File: src/rtl/fetch_sequencer_pkg.sv
// Shared definitions for the instruction fetch sequencer: FSM encoding and
// program-counter constants used by the sequencer and the external PC register.
package fetch_sequencer_pkg;

    typedef enum logic [1:0] {
        BOOT,
        REQ,
        DELIVER
    } fetch_state_t;

    localparam logic [31:0] RESET_PC = 32'hFFFFFFFC;
    localparam logic [31:0] PC_STEP  = 32'd4;

endpackage

File: src/rtl/fetch_sequencer.sv
// Instruction fetch sequencer: drives the external PC register through pcNext,
// issues memory requests, delivers fetched words and handles redirects.
module fetch_sequencer
    import fetch_sequencer_pkg::*;
#(
    parameter int N = 32
) (
    input  logic         clk,
    input  logic         reset,
    input  logic [N-1:0] pc,
    output logic [N-1:0] pcNext,
    output logic         imem_req,
    output logic [N-1:0] imem_addr,
    input  logic         imem_ack,
    input  logic [N-1:0] imem_rdata,
    input  logic         stall,
    input  logic         redirect_valid,
    input  logic [N-1:0] redirect_target,
    output logic         instr_valid,
    output logic [N-1:0] instr,
    output logic [N-1:0] instr_pc,
    output logic         misalign_err,
    output logic [31:0]  instr_count
);

    fetch_state_t state;
    logic         pend_valid;
    logic [N-1:0] pend_target;
    logic [N-1:0] count_unused_guard;
    logic [31:0]  count;
    logic [N-1:0] redir_tgt;
    logic [N-1:0] pc_step;

    assign count_unused_guard = '0;

    always_comb begin
        redir_tgt    = {redirect_target[N-1:2], 2'b00};
        pc_step      = pc + N'(PC_STEP);
        imem_req     = (state == REQ);
        imem_addr    = pc;
        instr_valid  = (state == DELIVER) && !redirect_valid;
        misalign_err = redirect_valid && (state != BOOT) && (redirect_target[1:0] != 2'b00);
        instr_count  = count;
        pcNext       = pc;
        if (!reset) begin
            unique case (state)
                BOOT: pcNext = pc_step;
                REQ: begin
                    // A redirect in the ack cycle supersedes any older pending one
                    if (imem_ack && redirect_valid)
                        pcNext = redir_tgt;
                    else if (imem_ack && pend_valid)
                        pcNext = pend_target;
                end
                DELIVER: begin
                    if (redirect_valid)
                        pcNext = redir_tgt;
                    else if (!stall)
                        pcNext = pc_step;
                end
                default: pcNext = pc;
            endcase
        end
    end

    always_ff @(posedge clk or posedge reset) begin
        if (reset) begin
            state       <= BOOT;
            pend_valid  <= 1'b0;
            pend_target <= '0;
            instr       <= '0;
            instr_pc    <= '0;
            count       <= '0;
        end else begin
            unique case (state)
                BOOT: state <= REQ;
                REQ: begin
                    if (imem_ack) begin
                        if (redirect_valid || pend_valid) begin
                            pend_valid <= 1'b0;
                            state      <= REQ;
                        end else begin
                            instr    <= imem_rdata;
                            instr_pc <= pc;
                            state    <= DELIVER;
                        end
                    end else if (redirect_valid) begin
                        pend_valid  <= 1'b1;
                        pend_target <= redir_tgt;
                    end
                end
                DELIVER: begin
                    if (redirect_valid) begin
                        state <= REQ;
                    end else if (!stall) begin
                        count <= count + 32'd1;
                        state <= REQ;
                    end
                end
                default: state <= BOOT;
            endcase
        end
    end

endmodule
File: config.mk
export PLATFORM = sky130hd
export DESIGN_NAME = fetch_sequencer
export DESIGN_NICKNAME = d
export VERILOG_FILES = /design/src/rtl/fetch_sequencer_pkg.sv /design/src/rtl/fetch_sequencer.sv
export SDC_FILE = /design/constraint.sdc
export NUM_CORES = 1
export LEC_CHECK = 0
export BUFFER_PORTS_ARGS = -buffer_cell sky130_fd_sc_hd__buf_2
export CORE_UTILIZATION = 47
export DETAILED_ROUTE_END_ITERATION = 7
export PLACE_DENSITY = 0.86
export SLEW_MARGIN = 40
export SYNTH_ARGS = -nofsm -noshare
export SYNTH_HDL_FRONTEND = slang
export SYNTH_SLANG_ARGS = --single-unit
File: constraint.sdc
create_clock -name clk -period 5.72 [get_ports clk]
set_input_delay 1.144 -clock clk [delete_from_list [all_inputs] [get_ports clk]]
set_output_delay 1.144 -clock clk [all_outputs]
set_load 0.005 [all_outputs]
== Word level (Yosys, flattened, before mapping) ==
Index checks and enable logic that the tools add are counted.

* Equality and inequality tests: 5
* Multiply operators: 0
* Multiplexer cells: 14
* Div/mod/pow operators: 0
* Shift-type cells: 0
* Reductions and logical operators: 16
* Add/sub/neg operators: 2
* $lt $le $gt $ge: 0
* Bitwise gates (word level): 4

{| class="wikitable"
|+ Operators with widths
! operator !! number
|-
| 32-bit two-way mux || 5
|-
| 32-bit one-hot mux with 3 select lines || 1
|-
| 32-bit by 1-bit adder with 32-bit output, second input constant || 1
|-
| 32-bit by 3-bit adder with 32-bit output, second input constant || 1
|-
| 3-bit AND reduction || 4
|-
| 2-bit two-way mux || 4
|-
| 2-bit one-hot mux with 3 select lines || 1
|-
| 2-bit nonzero test || 3
|-
| 1-bit logical AND || 5
|-
| 2-bit by 1-bit inequality test with 1-bit output, second input constant || 2
|-
| 1-bit inverter || 4
|-
| 1-bit two-way mux || 3
|-
| 3-bit inequality test, second input constant || 1
|-
| 2-bit by 1-bit equality test with 1-bit output, second input constant || 1
|-
| 2-bit equality test, second input constant || 1
|-
| 2-bit zero test || 1
|-
| 2-bit AND reduction || 1
|-
| 1-bit zero test || 1
|-
| 1-bit logical OR || 1
|}

* Bits in writable memories: 0
* Bits in latches: 0
* Memory bits (read-only): 0
* Memories kept: 0
* Logic and storage cells: 47
* Input port bits: 101
* Output and inout port bits: 163
* Register bits: 129

== Logic depth before layout (Yosys ltp) ==
Gate-level depths: netlist of the first run.

* Word-level depth: 5
* Depth in mapped cells: 9
* Gate-level depth less buffers: 7

== Worst setup path before layout of the first run ==
Ideal clock, no wire load.

* Kind: in2out
* Start: in reset
* End: out pcNext[9]
* Buffers on the path: 2
* Slack: -0.423 ns
* Data required time: 4.576 ns
* Cell stages on the path: 5
* Arrival time: 4.999 ns
* Path through: clkbuf_1 -> clkbuf_1 -> inv_1 -> nand2_1 -> o2111ai_1

* Word-level cells in the longest chain between the ends: 1

{| class="wikitable"
|+ RTL lines
! item !! line !! text
|-
| start: declaration || fetch_sequencer.sv:9 || <nowiki>input logic reset,</nowiki>
|-
| 32-bit two-way mux || fetch_sequencer.sv:45 || <nowiki>if (!reset) begin</nowiki>
|-
| end: declaration || fetch_sequencer.sv:11 || <nowiki>output logic [N-1:0] pcNext,</nowiki>
|}

Every way passes these cells.

== Worst setup path in the final report of the first run ==
* Start: reg state[0]
* End: out pcNext[30]

* Word-level cells in the longest chain between the ends: 3
* Elaborated cells between the ends (all ways): 5
* Classes of those cells: eq/ne: 2; mux: 2; reduce/logical: 1

{| class="wikitable"
|+ RTL lines
! item !! line !! text
|-
| start: declaration || fetch_sequencer.sv:26 || <nowiki>fetch_state_t state;</nowiki>
|-
| start signal: assignment || fetch_sequencer.sv:68 || <nowiki>state <= BOOT;</nowiki>
|-
| start signal: assignment || fetch_sequencer.sv:76 || <nowiki>BOOT: state <= REQ;</nowiki>
|-
| start signal: assignment || fetch_sequencer.sv:81 || <nowiki>state <= REQ;</nowiki>
|-
| 2-bit equality test, or another cell as far along || fetch_sequencer.sv:46 || <nowiki>unique case (state)</nowiki>
|-
| 32-bit one-hot mux with 3 select lines * || fetch_sequencer.sv:46 ||
|-
| 32-bit two-way mux * || fetch_sequencer.sv:45 ||
|}

Every way passes the cells marked *; elsewhere a longest branch is shown, timed or not.

==> results by group, run 1 <==
Power and ir drop
  • Clk pwr share: 27.3%
  • Switching Fraction: 34.4%
  • Power Dens Cells: 379 nW/um^2
  • Worst VDD drop: 254 uV
  • Cell-internal power: 2.52 mW
  • Static leakage: 4.58 nW
  • Sw power: 1.32 mW
  • Sequential share of power: 37.4%
  • Combinational Power Share: 35.2%

Setup path
  • CP Cell Sequence: nand2b_1 -> inv_1 -> o221ai_1 -> o21ai_0 -> nor3_1 -> a211oi_1 -> buf_2
  • Crit path buffers/inverters: 2
  • R2R depth: 4
  • Crit Path Class: flop to output pin
  • CP max stage delay: 790 ps
  • Worst Setup End Kind: output pin
  • CP arrival: 3680 ps
  • Number of stages on the worst setup path: 7
  • CP Launch Type: flop
  • Critical Path Fanout Max: 18
  • Crit-path leading delay family: compound AO/OA/AOI/OAI gates
  • Worst Path Required: 4580 ps
  • Slowest cell on the critical path: dfrtp_1

Hold path
  • WHS Path Cells: 2
  • Worst Hold Class: flop to flop

Floorplanning
  • # rows: 48
  • I/O pins: 264
  • Chip Width: 136 um
  • DIE HEIGHT: 136 um
  • Core area: 17400 sq um
  • DIE AREA: 18500 sq um
  • Initial core utilization: 48.6%

Layout
  • Register area: 3230 sq um
  • Area occupied by multi-input gates: 4570 sq um
  • Fillers: 1546
  • Final layout net count: 1179
  • Syn-to-layout area delta: 19.7%
  • Proportion of layout cells with a drive suffix above 1: 39.1%
  • Finished Layout Cells: 1316

STA
  • Clock Skew: 13.2 ps
  • Final Hold Viols: 0
  • Post-route setup TNS: 0 ps
  • Final Cycle Share: 84.3%
  • # setup viols final: 0
  • Max-slew violations: 0
  • Setup slack after layout: 896 ps
  • RSZ-0062 raised after global routing: false
  • Max frequency: 207 MHz
  • Period minus WS final: 4820 ps
  • Slew headroom: 45.5%
  • Worst-Margin Slew: 818 ps

Clocking
  • CTS buffer count: 17
  • Clock root cell: clkbuf_16
  • CTS resizes: 0
  • CTS tree: yes
  • Clock-pin slew on the worst setup and hold paths: 60 ps
  • Clock latency on the worst-skew pair: 430 ps
  • Clock Path Buffers: 2
  • Post CTS Setup Buffer Count: 0
  • CTS sink cnt: 129
  • H-Tree Depth: 4
  • Hold buffer count at cts: 0

Logic synthesis
  • Seq/Total Area, Yosys: 38.2%
  • FFs w/ async S/R, synth: 100%
  • Mapped Cells: 899
  • EDFF count, synth: 0
  • Syn Area/Cell: 9.41 sq um
  • Count of cell types in the netlist: 76
  • Commonest register cell after synthesis: dfrtp_1
  • Flops & latches, synth: 129
  • Post-Syn Area: 8460 sq um
  • Synth Warn #: 0
  • Mapped Nets: 1002

Global route
  • First-pass GRT wire length: 44400 um
  • Vias in the first global route: 8049
  • Initial antenna violation count: 2
  • GR Util All Layers: 31.7%
  • Remaining Overflow, GRT: 0
  • Largest net degree at the start of global routing: 60

Run
  • Max Cap Viol: 0

Drt
  • Wirelength per Cell: 21.8 um
  • DRC: 0
  • First-iteration detailed-routing DRC count: 1111
  • Final wirelength: 28700 um
  • DR vias/cell: 6.40
  • Antenna Violating Nets Remaining: 0
  • Via count: 8424
  • Pre-Repair DR Iteration Count: 8

Placed design
  • Pre-CTS setup slack: 1300 ps
  • Final HPWL DP: 19800 um
  • Placer Congestion: 0.987
  • Placed cells: 1282
  • Buffers on Ports: 263

Outcome
  • Status: completed
[worst reg2reg max path, delay by kind of cell (launching register included)]
family,cells,cell delay [ps]
buffers and inverters,1,450
multiplexers,1,400
flip-flops,1,790
AND/OR/NAND/NOR,2,1300
[cell type report]
type / count / share of cell area (%)
well taps: 225 / 2.78
multi-input cells: 638 / 45.1
repair buffers: 278 / 14.1
inverters: 12 / 0.482
flip-flops and latches: 129 / 31.9
clock inverters: 13 / 1.26
clock buffers: 19 / 4.28
diodes: 2 / 0.0494
[kinds of logic (layout without fill, tap and decap cells)]
family	after synthesis	in the layout	share of synthesized area [%]
AND/OR/NAND/NOR	277	277	18.3
flip-flops	129	129	38.2
AO/OA/AOI/OAI	213	213	17.2
buffers and inverters	132	322	7.99
other	0	2	0
multiplexers	106	106	13.9
XOR/XNOR	40	40	4.14
adder cells (fa/ha/maj)	2	2	0.296
[placed cells by master, fill, tap and decap left out, types with 4 or more instances in the layout]
cell type	count
buf_2	263
dfrtp_1	128
mux2_2	93
o21ai_0	61
nand2_1	55
nor2_1	48
nand3_1	36
a21oi_1	34
nor3_1	24
xnor2_1	24
nand4_1	22
clkbuf_16	17
nor4_1	16
o211ai_1	16
xor2_1	16
buf_4	14
mux2i_1	13
a31oi_1	12
inv_1	11
and3_1	10
a311oi_1	9
nor2b_1	8
nand3b_1	8
o221ai_1	8
nand2b_1	7
and4_1	7
a2111oi_0	7
and2_1	6
o22ai_1	5
or2_2	4
a211oi_1	4
o21a_1	4
a221o_1	4
a221oi_1	4
inv_6	4
[state kept, by name, indices dropped and copies added (netlist names)]
name and flops:
instr 32, instr_count 32, instr_pc 32, pend_target 30
pend_valid 1, state 2
[per-layer routing]
| layer | share of wire (%) | wire (um) | track usage [%] |
|---|---|---|---|
| met5 | 0 | 0 | 0 |
| met4 | 3.2 | 910 | 12.7 |
| met2 | 47 | 13600 | 52.1 |
| met1 | 38 | 10900 | 39.8 |
| met3 | 11 | 3260 | 7.61 |
[worst paths after layout]
kind / slack [ps] / start / to
max reg2reg: 2670 / state[0] / pend_target[30]
max in group asynchronous: 3100 / reset / instr_count[26]
min: 490 / instr_pc[6] / instr_pc[6]
max: 900 / state[0] / pcNext[30]
min in group asynchronous: 1070 / reset / pend_target[31]
min reg2reg: 490 / instr_pc[6] / instr_pc[6]
[cell usage after synthesis, drive strengths merged (6+ instances only)]
| library cell | number | share of area [%] |
|---|---|---|
| inv | 12 | 0.53 |
| nand2 | 55 | 2.4 |
| a311oi | 9 | 0.93 |
| and3 | 10 | 0.74 |
| a21oi | 34 | 2.0 |
| nand3b | 8 | 0.71 |
| dfrtp | 129 | 38 |
| o21ai | 61 | 3.6 |
| nand3 | 37 | 2.2 |
| nor2 | 48 | 2.1 |
| nand2b | 7 | 0.52 |
| and2 | 6 | 0.44 |
| nor2b | 8 | 0.59 |
| o221ai | 8 | 0.83 |
| xor2 | 16 | 1.7 |
| o211ai | 16 | 1.4 |
| nor4 | 18 | 1.6 |
| a31oi | 12 | 0.89 |
| and4 | 7 | 0.72 |
| mux2 | 93 | 12 |
| nor3 | 27 | 1.7 |
| clkbuf | 47 | 2.1 |
| mux2i | 13 | 1.5 |
| nand4 | 25 | 2.2 |
| buf | 73 | 5.4 |
| xnor2 | 24 | 2.5 |
| a2111oi | 7 | 0.72 |
[through the flow]
step                      hold WS [ps]  total power [mW]  area [sq um]  utilization [%]
after detailed placement           466              2.78          9560             54.9
after CTS                          491              3.84         10100             58.1
final                              488              3.84         10100             58.1
after global placement             459              2.72          9550             54.8
after global routing               512              4.05         10100             58.1
after floorplan                    468              2.22          8460                -
[power groups by stage]
stage	sequential, mW	combinational (mW)	clock, mW
floorplan	1.42	0.804	0
global placement	1.42	1.30	0
detailed placement	1.45	1.34	0
CTS	1.44	1.34	1.06
global route	1.48	1.46	1.11
finish	1.44	1.35	1.05
Note: power is estimated with default switching activity, not from simulation.
==> run 2: changes to the inputs <==
==> constraint.sdc (replaced) <==
create_clock -name clk -period 4.3 [get_ports clk]
set_input_delay 0.86 -clock clk [delete_from_list [all_inputs] [get_ports clk]]
set_output_delay 0.86 -clock clk [all_outputs]
set_load 0.005 [all_outputs]
==> results by group, run 2 (same netlist as run 1, synthesis figures left out) <==
Clocking
  • Clock latency on the worst-skew pair: 430 ps (about the same)
  • Hold buffer count at cts: 0 (unchanged)
  • CTS resizes: 0 (unchanged)
  • H-Tree Depth: 4 (unchanged)
  • Clock-pin slew on the worst setup and hold paths: 60 ps (about the same)
  • Clock root cell: clkbuf_16
  • CTS sink cnt: 129 (unchanged)
  • Clock Path Buffers: 2 (unchanged)
  • Post CTS Setup Buffer Count: 0 (unchanged)
  • CTS tree: yes
  • CTS buffer count: 17 (unchanged)

Run
  • Max Cap Viol: 0 (unchanged)

Drt
  • Antenna Violating Nets Remaining: 0 (unchanged)
  • Final wirelength: 26900 um (-6.1%)
  • DRC: 0 (unchanged)
  • Pre-Repair DR Iteration Count: 6 (-2)
  • First-iteration detailed-routing DRC count: 820 (-26%)
  • Via count: 8349 (-0.89%)
  • DR vias/cell: 6.30 (-1.6%)
  • Wirelength per Cell: 20.3 um (-6.8%)

Setup path
  • CP Cell Sequence: buf_2 -> ha_1 -> and3_1 -> nand3_1 -> o41ai_1 -> a31o_1 -> o211ai_1 -> buf_2
  • CP arrival: 3110 ps (-570 ps)
  • Critical Path Fanout Max: 13 (-5)
  • Worst Setup End Kind: output pin
  • Worst Path Required: 3440 ps (-1140 ps)
  • Top cell by count, worst path: buf_2
  • Slowest cell on the critical path: o41ai_1
  • Crit Path Class: input pin to output pin
  • CP Launch Type: input pin
  • CP max stage delay: 520 ps (-270 ps)

Layout
  • ANT cells: 0 (-2)
  • Register area: 3230 sq um (about the same)
  • Commonest non-fill, non-tap cell in the layout: buf_2
  • Area occupied by multi-input gates: 4570 sq um (+0.11%)
  • Finished Layout Cells: 1325 (+0.68%)
  • Fillers: 1490 (-3.6%)
  • Proportion of layout cells with a drive suffix above 1: 39.8% (+0.70 points)
  • Final layout net count: 1191 (+1.0%)
  • Syn-to-layout area delta: 22.0%
  • Most frequent cells in the layout: buf_2 (263), dfrtp_1 (129), mux2_2 (93)

STA
  • Max frequency: 252 MHz
  • Post-route setup TNS: 0 ps (unchanged)
  • Clock Skew: 14.1 ps (+0.908 ps)
  • Final Hold Viols: 0 (unchanged)
  • Slew headroom: 51.3% (+5.9 points)
  • Period minus WS final: 3970 ps
  • # setup viols final: 0 (unchanged)
  • Worst-Margin Slew: 730 ps (-88.0 ps)
  • RSZ-0062 raised after global routing: false
  • Max-slew violations: 0 (unchanged)
  • Final Cycle Share: 92.4%

Global route
  • Initial antenna violation count: 1 (-1)
  • Largest net degree at the start of global routing: 74 (+23%)
  • Vias in the first global route: 7856 (-2.4%)
  • First-pass GRT wire length: 41600 um (-6.2%)
  • GR Util All Layers: 29.5% (-2.2 points)
  • Remaining Overflow, GRT: 0 (unchanged)

Hold path
  • Worst Hold Class: flop to flop

Floorplanning
  • Chip Width: 136 um (unchanged)
  • Core area: 17400 sq um (unchanged)
  • Initial core utilization: 48.6% (unchanged)
  • DIE HEIGHT: 136 um (unchanged)
  • DIE AREA: 18500 sq um (unchanged)
  • I/O pins: 264 (unchanged)
  • # rows: 48 (unchanged)

Power and ir drop
  • Power Dens Cells: 517 nW/um^2 (+36%)
  • Worst VDD drop: 320 uV (+26%)
  • Static leakage: 4.70 nW (+2.6%)

Outcome
  • Status: completed

Placed design
  • Buffers on Ports: 263 (unchanged)
  • Placer Congestion: 0.982 (-0.46%)
  • Final HPWL DP: 18900 um (-4.5%)
  • Placed cells: 1294 (+0.94%)
[run 2: cell count changes in the layout (fill, tap and decap cells not counted), sizes merged]
cell and delta:
buf +12, inv -2, clkinv +1, clkbuf -2, bufinv +4, diode -2
clkinvlp -2
[run 2: routing by layer]
layer	up-vias	track usage, %	share of wire [%]
met5	-	0	0.048
met4	2	13.1	3.3
met3	85	7.94	12
met2	609	46.8	46
met1	3963	37.4	38
li1	3690	-	-
[run 2: worst paths after layout]
kind                                 startpoint  cells after the start               to  slack (ps)
worst max-delay path                      pc[2]                      8       pcNext[28]         330
worst min-delay path            instr_count[31]                      1  instr_count[31]         470
worst max register to register         state[1]                      6  instr_count[29]        1730
worst min register to register  instr_count[31]                      1  instr_count[31]         470
max in group asynchronous                 reset                      4  pend_target[13]        2490
min in group asynchronous                 reset                      2  pend_target[30]         660
[run 2: area by class of cell]
cell class	instances	share of cell area, %
clock buffers	17	4.12
clock inverters	14	2.22
inverters	12	0.473
multi-input cells	638	44.3
flip-flops and latches	129	31.3
well taps	225	2.73
repair buffers	290	14.9
[run 2: through the flow]
step,power [mW],hold WS (ps),instance area (sq um),util [%],setup slack (ps)
6_report,5.34,471,10300,59.3,325
4_1_cts,5.36,478,10300,59.3,413
2_1_floorplan,2.96,468,8500,-,-176
5_1_grt,5.63,507,10300,59.3,172
3_3_place_gp,3.63,458,9640,55.4,540
3_5_place_dp,3.71,469,9670,55.5,468
[run 2: critical path: cells and delay by family]
family | cells | cell delay (ps)
AOI/OAI and AO/OA | 3 | 830
and+or+nand+nor | 2 | 720
buffers and inverters | 2 | 410
adders and majority gates | 1 | 300
[run 2: power breakdown]
group | internal [mW] | switching [mW] | total [mW] | leakage, nW
Clock | 1.04 | 0.593 | 1.63 | 0.318
Combinational | 0.922 | 0.917 | 1.84 | 2.79
Sequential | 1.65 | 0.219 | 1.87 | 1.59
==> run 3: changes to the inputs <==
==> constraint.sdc (replaced) <==
create_clock -name clk -period 4.3 [get_ports clk]
set_input_delay 0.215 -clock clk [delete_from_list [all_inputs] [get_ports clk]]
set_output_delay 0.215 -clock clk [all_outputs]
set_load 0.005 [all_outputs]
==> results by group, run 3 (same netlist as run 1, synthesis figures left out) <==
STA
  • Max frequency: 270 MHz (+7.4%)
  • Slew headroom: 50.5% (-0.80 points)
  • Final Hold Viols: 0 (unchanged)
  • # setup viols final: 0 (unchanged)
  • Final Cycle Share: 86.1% (-6.4 points)
  • Period minus WS final: 3700 ps (-273 ps)
  • Post-route setup TNS: 0 ps (unchanged)
  • Clock Skew: 12.5 ps (-1.65 ps)
  • Max-slew violations: 0 (unchanged)
  • Setup slack after layout: 598 ps (+273 ps)
  • RSZ-0062 raised after global routing: false
  • Final hold slack: 28.3 ps (-442 ps)
  • Worst-Margin Slew: 735 ps (+5.25 ps)

Clocking
  • CTS sink cnt: 129 (unchanged)
  • Clock-pin slew on the worst setup and hold paths: 60 ps (about the same)
  • CTS tree: yes
  • Hold buffer count at cts: 0 (unchanged)
  • Clock Path Buffers: 2 (unchanged)
  • CTS resizes: 0 (unchanged)
  • Post CTS Setup Buffer Count: 0 (unchanged)
  • H-Tree Depth: 4 (unchanged)
  • Clock root cell: clkbuf_16
  • Clock latency on the worst-skew pair: 420 ps (about the same)
  • CTS buffer count: 17 (unchanged)

Power and ir drop
  • Combinational Power Share: 34.3% (about the same)
  • Sequential share of power: 37.1% (+2.1 points)
  • Sw power: 1.72 mW (-0.28%)
  • Clk pwr share: 28.7% (-1.8 points)
  • Cell-internal power: 3.46 mW (-4.0%)
  • Power Dens Cells: 511 nW/um^2 (-1.2%)
  • Worst VDD drop: 296 uV (-7.5%)
  • Switching Fraction: 33.2% (+0.85 points)
  • Static leakage: 4.59 nW (-2.3%)

Layout
  • Proportion of layout cells with a drive suffix above 1: 39.2% (-0.65 points)
  • Fillers: 1531 (+2.8%)
  • Commonest non-fill, non-tap cell in the layout: buf_2
  • Fin area: 10200 sq um (-1.6%)
  • Most frequent cells in the layout: buf_2 (263), dfrtp_1 (128), mux2_2 (93)
  • Area occupied by multi-input gates: 4570 sq um (about the same)
  • Syn-to-layout area delta: 20.1%
  • ANT cells: 0 (unchanged)
  • Final layout net count: 1176 (-1.3%)
  • Register area: 3230 sq um (about the same)

Run
  • Max Cap Viol: 0 (unchanged)

Placed design
  • Buffers on Ports: 263 (unchanged)
  • Final HPWL DP: 19300 um (+2.1%)
  • Pre-CTS setup slack: 1180 ps (+709 ps)
  • Post-DP Area: 9550 sq um (-1.2%)
  • Placer Congestion: 0.961 (-2.2%)

Global route
  • Initial antenna violation count: 1 (unchanged)
  • First-pass GRT wire length: 42100 um (+1.2%)
  • Remaining Overflow, GRT: 0 (unchanged)
  • Largest net degree at the start of global routing: 88 (+19%)
  • GR Util All Layers: 29.9% (+0.48 points)
  • Vias in the first global route: 7770 (-1.1%)

Drt
  • Final wirelength: 27200 um (+1.1%)
  • DRC: 0 (unchanged)
  • Pre-Repair DR Iteration Count: 6 (unchanged)
  • DR vias/cell: 6.29 (-0.24%)
  • First-iteration detailed-routing DRC count: 844 (+2.9%)
  • Antenna Violating Nets Remaining: 0 (unchanged)
  • Via count: 8235 (-1.4%)
  • Wirelength per Cell: 20.8 um (+2.3%)

Setup path
  • CP Cell Sequence: nand2b_1 -> inv_1 -> o221ai_1 -> o21ai_0 -> a211oi_1 -> a211oi_1 -> buf_2
  • Slowest cell on the critical path: dfrtp_1
  • Reg2reg setup slack: 1420 ps (-310 ps)
  • Top cell by count, worst path: a211oi_1
  • Critical Path Fanout Max: 26 (+13)
  • CP max stage delay: 630 ps (+110 ps)
  • CP arrival: 3490 ps (+380 ps)
  • CP Launch Type: flop
  • Crit-path leading delay family: compound AO/OA/AOI/OAI gates
  • Worst Path Required: 4090 ps (+650 ps)
  • Crit path buffers/inverters: 2 (unchanged)
  • Worst Setup End Kind: output pin
  • Crit Path Class: flop to output pin

Floorplanning
  • DIE AREA: 18500 sq um (unchanged)
  • DIE HEIGHT: 136 um (unchanged)
  • Core area: 17400 sq um (unchanged)
  • I/O pins: 264 (unchanged)
  • # rows: 48 (unchanged)
  • Initial core utilization: 48.6% (unchanged)
  • Chip Width: 136 um (unchanged)

Outcome
  • Status: completed

Hold path
  • Worst Hold Class: input pin to flop
run 3: cell count changes in the layout (fill, tap and decap cells not counted), moves of 2 or more:
cell and change:
buf_4 -15, clkinv_4 -5, clkinvlp_4 +3, bufinv_16 -2, inv_6 +2
run 3: final timing paths:
path | startpoint | endpoint | depth (start not counted)
max | state[1] | pcNext[30] | 7
min | imem_rdata[5] | instr[5] | 2
max reg2reg | state[1] | instr[22] | 4
min reg2reg | instr_pc[6] | instr_pc[6] | 2
max in group asynchronous | reset | instr_count[26] | 3
min in group asynchronous | reset | pend_target[30] | 2
run 3: stage by stage:
step | cells | utilization [%] | power, mW
2_1_floorplan | 899 | - | 2.95
3_3_place_gp | 1279 | 54.8 | 3.62
3_5_place_dp | 1279 | 54.8 | 3.70
4_1_cts | 1310 | 58.3 | 5.20
5_1_grt | 1310 | 58.3 | 5.46
6_report | 1310 | 58.3 | 5.19
run 3: final cells by class:
| class | count | share of cell area [%] |
|---|---|---|
| Inverter | 12 | 0.468 |
| Clock buffer | 17 | 4.19 |
| Timing Repair Buffer | 275 | 14.0 |
| Tap cell | 225 | 2.77 |
| Sequential cell | 129 | 31.8 |
| Multi-Input combinational cell | 638 | 45.0 |
| Clock inverter | 14 | 1.75 |
run 3: metal layers:
layer | track usage (%) | vias up | wire [um]
met4 | 15.4 | 2 | 1170
met2 | 48.1 | 542 | 12800
met5 | 0 | - | 13
li1 | - | 3667 | -
met3 | 7.61 | 99 | 2990
met1 | 37.1 | 3925 | 10200
run 3: power groups by stage:
stage	logic [mW]	clock network [mW]	registers, mW
after global placement	1.71	0	1.91
after CTS	1.78	1.51	1.92
final	1.78	1.49	1.92
after detailed placement	1.77	0	1.94
after floorplan	1.07	0	1.89
after global routing	1.93	1.55	1.97
